$ cat src/rtl/rx_mac_pkg.sv
// Shared types and constants for the MII receive MAC.
package rx_mac_pkg;

  typedef enum logic [2:0] {
    ST_WAIT,
    ST_IDLE,
    ST_PREAMBLE,
    ST_DATA,
    ST_DROP
  } state_t;

  localparam logic [3:0]  PREAMBLE_NIB = 4'h5;
  localparam logic [3:0]  SFD_NIB      = 4'hD;
  localparam logic [31:0] CRC_POLY     = 32'h04C11DB7;
  localparam logic [31:0] CRC_INIT     = 32'hFFFFFFFF;
  localparam logic [31:0] CRC_RESIDUE  = 32'hC704DD7B;

endpackage

$ cat src/rtl/rx_mac_if.sv
// PHY-side MII receive signals plus the user-side nibble stream of the RX MAC.
interface rx_mac_if;

  logic       mii_rx_dv;
  logic       mii_rx_er;
  logic [3:0] mii_rx_dat;
  logic       rx_vld;
  logic       rx_sof;
  logic       rx_eof;
  logic       rx_err;
  logic [3:0] rx_dat;

  modport master (
    input  mii_rx_dv, mii_rx_er, mii_rx_dat,
    output rx_vld, rx_sof, rx_eof, rx_err, rx_dat
  );

  modport slave (
    output mii_rx_dv, mii_rx_er, mii_rx_dat,
    input  rx_vld, rx_sof, rx_eof, rx_err, rx_dat
  );

endinterface

$ cat src/rtl/rx_mac_crc32_nibble.sv
// Combinational CRC-32 update by one nibble (bit 0 first), MSB-first register.
module crc32_nibble
  import rx_mac_pkg::*;
(
  input  logic [31:0] crc_in,
  input  logic [3:0]  dat,
  output logic [31:0] crc_out
);

  logic [31:0] c;

  always_comb begin
    c = crc_in;
    for (int i = 0; i < 4; i++) begin
      c = {c[30:0], 1'b0} ^ ((c[31] ^ dat[i]) ? CRC_POLY : 32'h0);
    end
  end

  assign crc_out = c;

endmodule

$ cat src/rtl/rx_mac.sv
// 100M MII receive MAC: strips preamble/SFD and FCS, flags bad frames at eof.
// Define RX_MAC_CRC_CHECK_EN to compile in the CRC-32 residue check.
module rx_mac
  import rx_mac_pkg::*;
#(
  parameter int MAX_NIBBLES = 3036
) (
  input logic      clk_rx,
  input logic      rst,
  rx_mac_if.master bus
);

  localparam logic [11:0] CNT_MAX      = 12'hFFF;
  localparam logic [11:0] FULL_CNT     = 12'd9;
  localparam logic [11:0] OVERSIZE_CNT = 12'(MAX_NIBBLES + 8);

  logic        r_dv;
  logic        r_er;
  logic [3:0]  r_dat;
  state_t      state;
  logic [3:0]  dly [9];
  logic [11:0] cnt;
  logic        err_flag;
  logic        sof_pend;
  logic        e_vld;
  logic        e_sof;
  logic        e_eof;
  logic        e_err;
  logic [3:0]  e_dat;
  logic        sfd_hit;
  logic        crc_bad;
  logic        frame_bad;

  // r_dv resets high so WAIT only leaves after a genuinely sampled dv=0.
  always_ff @(posedge clk_rx or posedge rst) begin
    if (rst) begin
      r_dv  <= 1'b1;
      r_er  <= 1'b0;
      r_dat <= 4'h0;
    end else begin
      r_dv  <= bus.mii_rx_dv;
      r_er  <= bus.mii_rx_er;
      r_dat <= bus.mii_rx_dat;
    end
  end

  assign sfd_hit = (state == ST_PREAMBLE) && r_dv && (r_dat == SFD_NIB);

`ifdef RX_MAC_CRC_CHECK_EN
  logic [31:0] crc_q;
  logic [31:0] crc_next;

  crc32_nibble u_crc (
    .crc_in  (crc_q),
    .dat     (r_dat),
    .crc_out (crc_next)
  );

  always_ff @(posedge clk_rx or posedge rst) begin
    if (rst) begin
      crc_q <= CRC_INIT;
    end else if (sfd_hit) begin
      crc_q <= CRC_INIT;
    end else if ((state == ST_DATA) && r_dv) begin
      crc_q <= crc_next;
    end
  end

  assign crc_bad = (crc_q != CRC_RESIDUE);
`else
  assign crc_bad = 1'b0;
`endif

  // cnt includes the 8 FCS nibbles, so parity and size limits shift by 8.
  assign frame_bad = err_flag | cnt[0] | (cnt > OVERSIZE_CNT) | crc_bad;

  always_ff @(posedge clk_rx or posedge rst) begin
    if (rst) begin
      state    <= ST_WAIT;
      cnt      <= 12'd0;
      err_flag <= 1'b0;
      sof_pend <= 1'b0;
      e_vld    <= 1'b0;
      e_sof    <= 1'b0;
      e_eof    <= 1'b0;
      e_err    <= 1'b0;
      e_dat    <= 4'h0;
      for (int i = 0; i < 9; i++) dly[i] <= 4'h0;
    end else begin
      e_vld <= 1'b0;
      e_sof <= 1'b0;
      e_eof <= 1'b0;
      e_err <= 1'b0;
      case (state)
        ST_WAIT: begin
          if (!r_dv) state <= ST_IDLE;
        end
        ST_IDLE: begin
          if (r_dv) state <= (r_dat == PREAMBLE_NIB) ? ST_PREAMBLE : ST_DROP;
        end
        ST_PREAMBLE: begin
          if (!r_dv) begin
            state <= ST_IDLE;
          end else if (sfd_hit) begin
            state    <= ST_DATA;
            cnt      <= 12'd0;
            err_flag <= 1'b0;
            sof_pend <= 1'b1;
            for (int i = 0; i < 9; i++) dly[i] <= 4'h0;
          end else if (r_dat != PREAMBLE_NIB) begin
            state <= ST_DROP;
          end
        end
        ST_DATA: begin
          if (r_dv) begin
            dly[0] <= r_dat;
            for (int i = 1; i < 9; i++) dly[i] <= dly[i-1];
            if (cnt != CNT_MAX) cnt <= cnt + 12'd1;
            if (r_er) err_flag <= 1'b1;
            if (cnt >= FULL_CNT) begin
              e_vld    <= 1'b1;
              e_sof    <= sof_pend;
              e_dat    <= dly[8];
              sof_pend <= 1'b0;
            end
          end else begin
            state    <= ST_IDLE;
            sof_pend <= 1'b0;
            if (cnt >= FULL_CNT) begin
              e_vld <= 1'b1;
              e_sof <= sof_pend;
              e_eof <= 1'b1;
              e_err <= frame_bad;
              e_dat <= dly[8];
            end
          end
        end
        ST_DROP: begin
          if (!r_dv) state <= ST_IDLE;
        end
        default: state <= ST_WAIT;
      endcase
    end
  end

  always_ff @(posedge clk_rx or posedge rst) begin
    if (rst) begin
      bus.rx_vld <= 1'b0;
      bus.rx_sof <= 1'b0;
      bus.rx_eof <= 1'b0;
      bus.rx_err <= 1'b0;
      bus.rx_dat <= 4'h0;
    end else begin
      bus.rx_vld <= e_vld;
      bus.rx_sof <= e_sof;
      bus.rx_eof <= e_eof;
      bus.rx_err <= e_err;
      bus.rx_dat <= e_dat;
    end
  end

endmodule

$ cat src/flat_wrapper.sv
// flat-port wrapper written by rule: the top's interface ports become plain ports
module rx_mac_flat import rx_mac_pkg::*;
#(
  parameter int MAX_NIBBLES = 3036
)
  (clk_rx, rst, bus_mii_rx_dv, bus_mii_rx_er, bus_mii_rx_dat, bus_rx_vld, bus_rx_sof, bus_rx_eof, bus_rx_err, bus_rx_dat);
  rx_mac_if bus_i ();
  input logic clk_rx;
  input logic rst;
  input wire logic [$bits(bus_i.mii_rx_dv)-1:0] bus_mii_rx_dv;
  input wire logic [$bits(bus_i.mii_rx_er)-1:0] bus_mii_rx_er;
  input wire logic [$bits(bus_i.mii_rx_dat)-1:0] bus_mii_rx_dat;
  output wire logic [$bits(bus_i.rx_vld)-1:0] bus_rx_vld;
  output wire logic [$bits(bus_i.rx_sof)-1:0] bus_rx_sof;
  output wire logic [$bits(bus_i.rx_eof)-1:0] bus_rx_eof;
  output wire logic [$bits(bus_i.rx_err)-1:0] bus_rx_err;
  output wire logic [$bits(bus_i.rx_dat)-1:0] bus_rx_dat;
  assign bus_i.mii_rx_dv = bus_mii_rx_dv;
  assign bus_i.mii_rx_er = bus_mii_rx_er;
  assign bus_i.mii_rx_dat = bus_mii_rx_dat;
  assign bus_rx_vld = bus_i.rx_vld;
  assign bus_rx_sof = bus_i.rx_sof;
  assign bus_rx_eof = bus_i.rx_eof;
  assign bus_rx_err = bus_i.rx_err;
  assign bus_rx_dat = bus_i.rx_dat;
  rx_mac #(.MAX_NIBBLES(MAX_NIBBLES)) u_core (.clk_rx(clk_rx), .rst(rst), .bus(bus_i));
endmodule
$ cat config.mk
export PLATFORM = sky130hd
export DESIGN_NAME = rx_mac_flat
export DESIGN_NICKNAME = d
export VERILOG_FILES = /design/src/rtl/rx_mac_pkg.sv /design/src/rtl/rx_mac_if.sv /design/src/rtl/rx_mac_crc32_nibble.sv /design/src/rtl/rx_mac.sv /design/src/flat_wrapper.sv
export SDC_FILE = /design/constraint.sdc
export NUM_CORES = 1
export LEC_CHECK = 0
export CORE_UTILIZATION = 35
export CTS_CLUSTER_DIAMETER = 150
export DETAILED_ROUTE_END_ITERATION = 7
export DONT_BUFFER_PORTS = 1
export GPL_TIMING_DRIVEN = 0
export SLEW_MARGIN = 20
export SYNTH_ARGS = -nofsm -noshare
export SYNTH_HDL_FRONTEND = slang
export SYNTH_SLANG_ARGS = --single-unit
$ cat constraint.sdc
create_clock -name clk_rx -period 3.4 [get_ports clk_rx]
set_input_delay 0.68 -clock clk_rx [delete_from_list [all_inputs] [get_ports clk_rx]]
set_output_delay 0.68 -clock clk_rx [all_outputs]
set_load 0.005 [all_outputs]
==> results of run 1 <==
## worst max-delay path, delay by kind of cell (launching register included)
family                     cells  cell delay (ps)
and+or+nand+nor                2              320
AOI/OAI and AO/OA              1              260
buffers and inverters          2              370
muxes                          1              370
adders and majority gates      1              210
DFF                            1              460
## flip-flops by register name, indices dropped and copies added, names as in the netlist
name and count:
u_core.e_err 1, u_core.e_vld 1, u_core.dly 36, u_core.e_eof 1, u_core.bus.rx_sof 1, u_core.r_er 1
u_core.r_dat 4, u_core.state 3, u_core.sof_pend 1, u_core.err_flag 1, u_core.e_sof 1, u_core.cnt 12
u_core.bus.rx_err 1, u_core.bus.rx_dat 4, u_core.e_dat 4, u_core.r_dv 1, u_core.bus.rx_eof 1, u_core.bus.rx_vld 1
## cells in the mapped netlist, types with 2 or more instances
cell type	n	area, um^2
nand2_1	81	304.0
dfrtp_1	74	1852
o21ai_0	34	170.2
clkbuf_1	12	45.04
a21oi_1	9	45.04
inv_1	8	30.03
o31ai_1	8	60.06
nand3_1	7	35.03
or4_1	7	52.55
o21ai_1	6	30.03
and3_1	4	25.02
ha_1	4	50.05
nor2_1	4	15.01
buf_6	3	33.78
mux2i_1	3	30.03
nor4_1	3	18.77
o21a_1	3	22.52
and2_1	2	12.51
and3b_1	2	17.52
and4_1	2	17.52
and4b_1	2	20.02
buf_2	2	10.01
mux2_1	2	22.52
mux2_2	2	22.52
nor2b_1	2	12.51
nor3b_1	2	15.01
o211ai_1	2	15.01
## cell type report
| class | count | area share (%) |
|---|---|---|
| flip-flops and latches | 75 | 53.36 |
| well taps | 108 | 3.839 |
| multi-input cells | 207 | 33.31 |
| repair buffers | 1 | 0.5688 |
| plain buffers | 18 | 2.737 |
| clock buffers | 11 | 3.733 |
| inverters | 8 | 0.9243 |
| clock inverters | 5 | 1.529 |
## per-layer routing
metal	vias to the layer above	track usage, %	wire length [um]
li1	1092	-	-
met1	1067	19.19	2885
met2	40	20.42	2528
met3	7	3.741	225
met4	0	6.787	82
met5	-	0	0
## report_power, final
group,leakage [uW],switching (uW),internal [uW],total (uW)
Sequential,0.00103,13.1,903,916
Combinational,0.000384,35.1,15.9,51.0
Clock,0.0000971,306,337,643
Total,0.00151,354,1260,1610
## worst max-delay path by stage
stage,slack [ps],cells past startpoint,end
2_1_floorplan,810,1,u_core.bus.rx_dat[0]
3_3_place_gp,20,1,u_core.r_dat[3]
3_5_place_dp,1290,7,u_core.e_dat[2]
4_1_cts,1270,7,u_core.e_dat[2]
5_1_grt,1140,7,u_core.e_dat[0]
6_report,1300,7,u_core.e_dat[2]
## cells in the final DEF (no fill, tap or decap), types with 4 or more instances in the layout
| cell type | n |
|---|---|
| nand2_1 | 81 |
| and3_1 | 4 |
| ha_1 | 4 |
| clkbuf_1 | 14 |
| or4_1 | 7 |
| nand3_1 | 7 |
| o31ai_1 | 8 |
| o21ai_0 | 34 |
| inv_1 | 7 |
| a21oi_1 | 9 |
| o21ai_1 | 6 |
| nor2_1 | 4 |
| dfrtp_1 | 74 |
| clkbuf_8 | 9 |
## stage by stage
stage	util, %	hold slack (ps)
after CTS	40.16	230.5
after floorplan	-	331.2
final	40.16	231.0
after global routing	40.16	256.9
after global placement	37.79	336.3
after detailed placement	38.05	338.7
## logic make-up (layout without fill, tap and decap cells)
logic type | count (synthesis) | count (layout)
adder cells (fa/ha/maj) | 4 | 4
multiplexers | 7 | 7
AND/OR/NAND/NOR | 125 | 125
AO/OA/AOI/OAI | 71 | 71
flip-flops | 75 | 75
buffers and inverters | 26 | 43
==> results.tsv, run 1 <==
metric	value	unit
core-area	0.008763	mm^2
fmaxAchievable	476.2	MHz
finalSetupViolCount	0	
post_cts_resize_count	0	
design.die.area	0.009461	mm^2
detailroute.via_count	2206	
largest_net_degree_at_the_start_of_global_routing	39	
globalRouteTotalUtil	13.95	%
syn_inst	308	
drt-vias-per-instance	5.095	
tightest_slew	537.9	ps
fin_crit	2100	ps
report.final.slew_viol_count	0	
num_io_pins	16	
pre_cts_ws	1289	ps
detailedRoute.firstIterationViolations	142	
synth-async-reset-ratio	100.0	%
final_net_count	332	
syn-cell-area	0.003177	mm^2
cts.sink_count	75	
hp-class	in2async	
overflow	0	
outcome	finished clean	
synth.yosys.seq_area_share	59.12	%
crit-reg2reg-capture	u_core.e_dat[2]	
grt_antenna_before_repair	0	
critPathCaptureType	flip-flop	
cts_buffer_depth	2	
ff2ff_path_depth	7	
cts.root.buffer_cell	clkbuf_8	
postSynth.topFlopCell	dfrtp_1	
wl_per_cell	13.21	um
starting_density_of_the_core	36.25	%
r2r_slack	1300	ps
clock_tree_from_tritoncts	yes	
yosys_register_bits	75	
worst_ep_arrival_time	2330	ps
cp.required	3630	ps
synth_compound_gate_area_share	13.71	%
worst_setup_path_startpoint	u_core.cnt[0]	
path_max_fanout	5	
postLayoutSetupSlackWorst	1300	ps
flow.area_growth_from_synthesis	10.79	%
drc_errors	0	
synth_simple_gate_area_share	19.26	%
vdd_drop_max	0.0002594	V
post-route-period-util	61.77	%
timing.critical_path.slowest_cell_delay	460	ps
multi_input_comb_area	0.001172	mm^2
synth.area.mux_share	2.363	%
die-height	97.27	um
post_synth_edffs	0	
grt_first_pass_wirelength	10.45	mm
timing_hold_violations_final	0	
unrepaired_setup_endpoints_after_global_routing	no	
final_area	0.003520	mm^2
chipWidth	97.27	um
worst_slew_margin_rel	64.14	%
synthXorXnorAreaFrac	0	%
power.leakage	0.001510	uW
rows	34	
vias_in_the_first_global_route	2242	
ys.warnings.count	0	
mappedNetlistNets	320	
crit_path_top_delay_cell	dfrtp_1	
timing.critical_path.cells	inv_1, ha_1, nor3b_1, o211ai_1, and2_1, clkbuf_1, mux2_2	
critical_path_class	reg2reg	
synth-adder-area-share	1.575	%
cts_max_level	3	
proportion_of_layout_cells_with_a_drive_suffix_above_1	9.846	%
postRouteWirelength	5.722	mm
gp_routability_congestion	0.7919	
buffer_ports.inserted	0	
drt.antenna.violating_nets	0	
clock_latency_late_sink	340	ps
post-dp-hpwl	3.843	mm
n_fill_cell	875	
layout.cells.non_filler	433	
postCtsSetupBuffers	0	
sequential_cell_area	0.001878	mm^2
drt_first_pass_iters	4	
setup.worst_path.start_class	flip-flop	
skew_final	5.503	ps
cell_total_after_placement	417	
synth.distinct_cells	45	
rr_startpoint	u_core.cnt[0]	
clkSlewWorstSetupHoldPaths	70	ps
diodes	0	
largest_family_of_logic_cells_by_synthesized_area	simple AND/OR/NAND/NOR gates	
post_layout_power	1610	uW
synthesis.area_per_instance	10.31	um^2
power_density	457.5	mW/mm^2
cts_hold_repair.buffers	0	
post_dp_cell_area	0.003334	mm^2
cts-buffers-inserted	9	
max_cap_violations	0	
setup_tns	0	ps
Power figures use the tool's default switching activity.
==> run 2: changes to the inputs <==
- clock period: 3.4 -> 2 ns (I/O delays scaled with it)
==> run 2 against run 1 <==
Net effect: cell area is 1.0% higher; hold slack lost 180 ps; combinational power is 84% higher; highest routed layer unchanged; largest power group unchanged.
==> results.tsv, run 2 (synthesized netlist as in run 1, its figures left out) <==
metric	value	unit
flip_flop_count_of_the_largest_register_all_copies_and_words_added	36	
worstHoldEndpoint	u_core.r_dv	
rows	34	
vias_in_the_first_global_route	2158	
cts_max_level	3	
postRouteWirelength	5.875	mm
worst_slew_margin_rel	63.34	%
buffer_ports.inserted	0	
clock_tree_from_tritoncts	yes	
worst_ep_arrival_time	2180	ps
wl_per_cell	13.51	um
skew_final	5.130	ps
largest_registers	u_core.dly: 36 flops, u_core.cnt: 12 flops	
mostFrequentLayoutCell	nand2_1	
final_core_util	40.56	%
globalRouteTotalUtil	13.78	%
power.leakage	0.001521	uW
chipWidth	97.27	um
grt_first_pass_wirelength	10.43	mm
sequentialPowerShare	57.5	%
total_switching_power	628.6	uW
num_io_pins	16	
cts_buffer_depth	2	
regMostFlops	u_core.dly	
detailroute.via_count	2202	
fmaxAchievable	524.1	MHz
timing_hold_violations_final	0	
drt-vias-per-instance	5.062	
rr_startpoint	u_core.cnt[0]	
power.share.switching	23.19	%
outcome	finished clean	
post-dp-hpwl	3.913	mm
overflow	0	
design.die.area	0.009461	mm^2
report.final.slew_viol_count	0	
clock_latency_late_sink	340	ps
power_density	762.5	mW/mm^2
setup_tns	0	ps
critical_path_class	reg2reg	
detailedRoute.firstIterationViolations	105	
grt_antenna_before_repair	0	
top_usage_layer_grt	met1	
largest_net_degree_at_the_start_of_global_routing	35	
proportion_of_layout_cells_with_a_drive_suffix_above_1	11.93	%
path_max_fanout	10	
internal_power	2082	uW
drt.antenna.violating_nets	0	
share_comb_of_total_power	3.5	%
starting_density_of_the_core	36.25	%
die-height	97.27	um
global_route.usage.met1	20.18	%
worstHoldPathCells	0	
min_from	bus_mii_rx_dv	
ff2ff_path_depth	6	
layout_common_cells	81 x nand2_1, 73 x dfrtp_1, 34 x o21ai_0	
diodes	0	
cp.required	2270	ps
tightest_slew	549.8	ps
unrepaired_setup_endpoints_after_global_routing	no	
cts.sink_count	75	
vdd_drop_max	0.0004691	V
max_cap_violations	0	
fin_crit	1908	ps
final_net_count	334	
gp_routability_congestion	0.7873	
drc_errors	0	
post-route-period-util	95.40	%
setup.worst_path.start_class	flip-flop	
drt_first_pass_iters	4	
globalRouteMet3Util	3.453	%
n_fill_cell	872	
critPathCaptureType	flip-flop	
hp-class	in2reg	
r2r_slack	90	ps
cts.root.buffer_cell	clkbuf_8	
crit-reg2reg-capture	u_core.cnt[5]	
clkSlewWorstSetupHoldPaths	80	ps
flow.area_growth_from_synthesis	11.89	%
power.share.clock	39.1	%
cts-buffers-inserted	9	
core-area	0.008763	mm^2
finalSetupViolCount	0	
grt_util_met2	19.50	%
run 2: changes by cell type in the layout (fill, tap and decap cells not counted), moves of 2 or more:
cell,change
clkbuf_8,+2
clkinvlp_4,+3
clkbuf_1,-4
clkbuf_2,+2
run 2: power groups by stage:
| stage | clock network, uW | logic (uW) | registers, uW |
|---|---|---|---|
| after floorplan | 0 | 65.6 | 1580 |
| after global placement | 0 | 84.1 | 1590 |
| after detailed placement | 0 | 94.5 | 1590 |
| after CTS | 1090 | 96.7 | 1560 |
| after global routing | 1170 | 108 | 1560 |
| final | 1060 | 93.8 | 1560 |
run 2: cell type report:
class | instances | area [um^2] | share of cell area, %
buffer | 17 | 95.09 | 2.675
timing repair buffer | 4 | 57.56 | 1.619
sequential | 75 | 1879 | 52.87
clock inverter | 4 | 25.02 | 0.7040
tap | 108 | 135.1 | 3.801
inverter | 8 | 33.78 | 0.9504
clock buffer | 12 | 155.1 | 4.365
multi-input combinational | 207 | 1174 | 33.02
run 2: worst max-delay path by stage:
stage | startpoint | endpoint | cells past startpoint
2_1_floorplan | u_core.cnt[0] | u_core.e_dat[0] | 7
3_3_place_gp | u_core.cnt[0] | u_core.e_dat[0] | 7
3_5_place_dp | u_core.cnt[0] | u_core.e_dat[0] | 7
4_1_cts | u_core.cnt[0] | u_core.e_dat[0] | 6
5_1_grt | u_core.state[2] | u_core.dly[2] | 7
6_report | u_core.cnt[0] | u_core.cnt[5] | 6
run 2: critical path, stage by stage, from the launching register on:
cell	delay [ps]
dfrtp_2	450
ha_1	220
and4_1	230
and4_4	190
buf_6	130
or4_1	460
a21oi_1	150
run 2: layer usage:
layer / share of wire [%] / up-vias
met2: 44 / 28
met3: 2.8 / 8
met4: 1.5 / 0
met1: 52 / 1078
met5: 0 / -
li1: - / 1088
run 2: per-stage QoR:
step	cell area [um^2]	cells	power (uW)	setup WS (ps)	hold slack, ps
after floorplan	3181	308	1646	158.1	331.2
after global routing	3555	435	2834	1.458	25.73
after CTS	3542	434	2746	6.194	34.45
after detailed placement	3356	418	1681	-104.3	241.1
final	3555	435	2710	91.94	49.65
after global placement	3316	416	1671	-73.51	334.4
run 2: timing repair:
action                                 CTS  global route
endpoints found under the hold margin    9             0
buffers inserted                         0             1
hold buffers                             1             0
pin swaps                                0             1
resized for setup                        0             6
setup endpoints to repair                4             7
==> run 3: changes to the inputs <==
- REMOVE_ABC_BUFFERS: default -> 1
==> run 3 against run 2 <==
Net effect: clock skew up 8.4 ps; sequential share of layout area rose by 0.22 points; count of clock-buffer cells in the layout shrank 3; routed wire length down 5.7%; flip-flop and latch count unchanged; cell area decreased by 0.35%; setup slack gained 35 ps; critical path depth decreased by 1; total power increased by 1.1%; die area is the same; register-to-register slack better by 40 ps.
==> results.tsv, run 3 (synthesized netlist as in run 1, its figures left out) <==
metric	value	unit
flip_flop_count_of_the_largest_register_all_copies_and_words_added	36	
fmaxAchievable	534.0	MHz
path_buf_inv	0	
drt_first_pass_iters	4	
drt.antenna.violating_nets	0	
layout_common_cells	81 x nand2_1, 72 x dfrtp_1, 34 x o21ai_0	
timing_hold_violations_final	0	
gp_routability_congestion	0.8263	
r2r_slack	130	ps
report.final.slew_viol_count	0	
power.share.switching	25.67	%
worst_ep_arrival_time	2140	ps
grt_antenna_before_repair	0	
path_max_fanout	12	
worstHoldEndpoint	u_core.r_dv	
rows	34	
unrepaired_setup_endpoints_after_global_routing	no	
ff2ff_path_depth	5	
proportion_of_layout_cells_with_a_drive_suffix_above_1	12.10	%
outcome	finished clean	
vias_in_the_first_global_route	2017	
crit_path_top_delay_cell	or4_1	
rr_startpoint	u_core.cnt[0]	
total_switching_power	703.4	uW
cts.sink_count	75	
worst_slew_margin_rel	68.81	%
tightest_slew	467.9	ps
vdd_drop_max	0.0004827	V
share_comb_of_total_power	3.7	%
n_fill_cell	880	
hp-class	in2reg	
critical_path_class	reg2reg	
cts_max_level	3	
num_io_pins	16	
worstHoldPathCells	0	
buffer_ports.inserted	0	
power.leakage	0.001505	uW
mostFrequentLayoutCell	nand2_1	
power.share.clock	39.6	%
timing.critical_path.max_delay_family	simple AND/OR/NAND/NOR gates	
largest_net_degree_at_the_start_of_global_routing	40	
post-route-period-util	93.64	%
cts-buffers-inserted	9	
globalRouteTotalUtil	12.77	%
multi_input_comb_area	0.001189	mm^2
detailedRoute.firstIterationViolations	119	
largest_registers	u_core.dly: 36 flops, u_core.cnt: 12 flops	
fin_crit	1873	ps
drc_errors	0	
design.die.area	0.009461	mm^2
sequential_cell_area	0.001881	mm^2
cp.required	2270	ps
timing.critical_path.slowest_cell_delay	500	ps
timing.critical_path.cells	ha_1, and4_1, and4_4, or4_1, a21oi_1	
overflow	0	
postRouteWirelength	5.543	mm
regMostFlops	u_core.dly	
wl_per_cell	13.14	um
finalSetupViolCount	0	
detailroute.via_count	2119	
crit-reg2reg-capture	u_core.cnt[9]	
core-area	0.008763	mm^2
sequentialPowerShare	56.7	%
diodes	0	
grt_first_pass_wirelength	9.646	mm
clock_latency_late_sink	360	ps
final_net_count	321	
flow.area_growth_from_synthesis	11.50	%
setup.worst_path.start_class	flip-flop	
final_core_util	40.42	%
cts_buffer_depth	2	
internal_power	2036	uW
starting_density_of_the_core	36.25	%
min_from	bus_mii_rx_dv	
critPathCaptureType	flip-flop	
post-dp-hpwl	3.549	mm
skew_final	13.51	ps
clkSlewWorstSetupHoldPaths	90	ps
die-height	97.27	um
drt-vias-per-instance	5.021	
chipWidth	97.27	um
power_density	773.5	mW/mm^2
clock_tree_from_tritoncts	yes	
cts.root.buffer_cell	clkbuf_8	
timing.hold.ws	42.38	ps
max_cap_violations	0	
-- run 3: routing by layer --
layer / GRT usage (%) / up-vias / part of all wire (%)
li1: - / 1071 / -
met1: 16.92 / 1000 / 49
met2: 19.39 / 39 / 45
met3: 3.309 / 9 / 4.6
met4: 6.448 / 0 / 1.9
met5: 0 / - / 0
-- run 3: final cells by class --
type	instances	area share, %
repair buffers	8	3.462
multi-input cells	207	33.56
inverters	8	0.9184
well taps	108	3.815
flip-flops and latches	75	53.09
clock buffers	9	3.497
clock inverters	7	1.660
-- run 3: timing repair --
action	CTS	global route
hold endpoints to repair	35	0
hold buffers	1	0
buffers inserted	1	1
pin swaps	1	1
resized for setup	3	1
endpoints found under the setup margin	7	4
-- run 3: worst max-delay path by stage --
stage / start / endpoint / slack [ps] / cells after the start
CTS: u_core.cnt[0] / u_core.e_dat[2] / 40 / 6
floorplan: u_core.state[0] / u_core.e_dat[0] / -680 / 4
finish: u_core.cnt[0] / u_core.cnt[9] / 130 / 5
global route: u_core.cnt[0] / u_core.e_dat[3] / 10 / 6
global placement: u_core.state[0] / u_core.e_dat[0] / -1570 / 4
detailed placement: u_core.state[0] / u_core.e_dat[2] / -320 / 5
-- run 3: worst reg2reg max path: stages, from the launching register on --
cell	delay, ps
dfrtp_2	460
ha_1	220
and4_1	210
and4_4	230
or4_1	510
a21oi_1	160
-- run 3: power by group through the flow --
| stage | Clock (uW) | Sequential [uW] | Combinational (uW) |
|---|---|---|---|
| 2_1_floorplan | 0 | 1590 | 57.2 |
| 3_3_place_gp | 0 | 1590 | 71.9 |
| 3_5_place_dp | 0 | 1600 | 82.9 |
| 4_1_cts | 1140 | 1550 | 104 |
| 5_1_grt | 1180 | 1560 | 115 |
| 6_report | 1090 | 1550 | 100 |
-- run 3: per-stage QoR --
stage / setup TNS, ps / instance area, um^2 / power (uW) / cells / setup WS, ps
finish: 0 / 3542 / 2740 / 422 / 127.2
CTS: 0 / 3533 / 2799 / 421 / 35.43
floorplan: -40580 / 3080 / 1642 / 290 / -676.2
global placement: -136060 / 3216 / 1665 / 398 / -1567
detailed placement: -1289 / 3329 / 1680 / 403 / -323.4
global route: 0 / 3542 / 2855 / 422 / 12.43
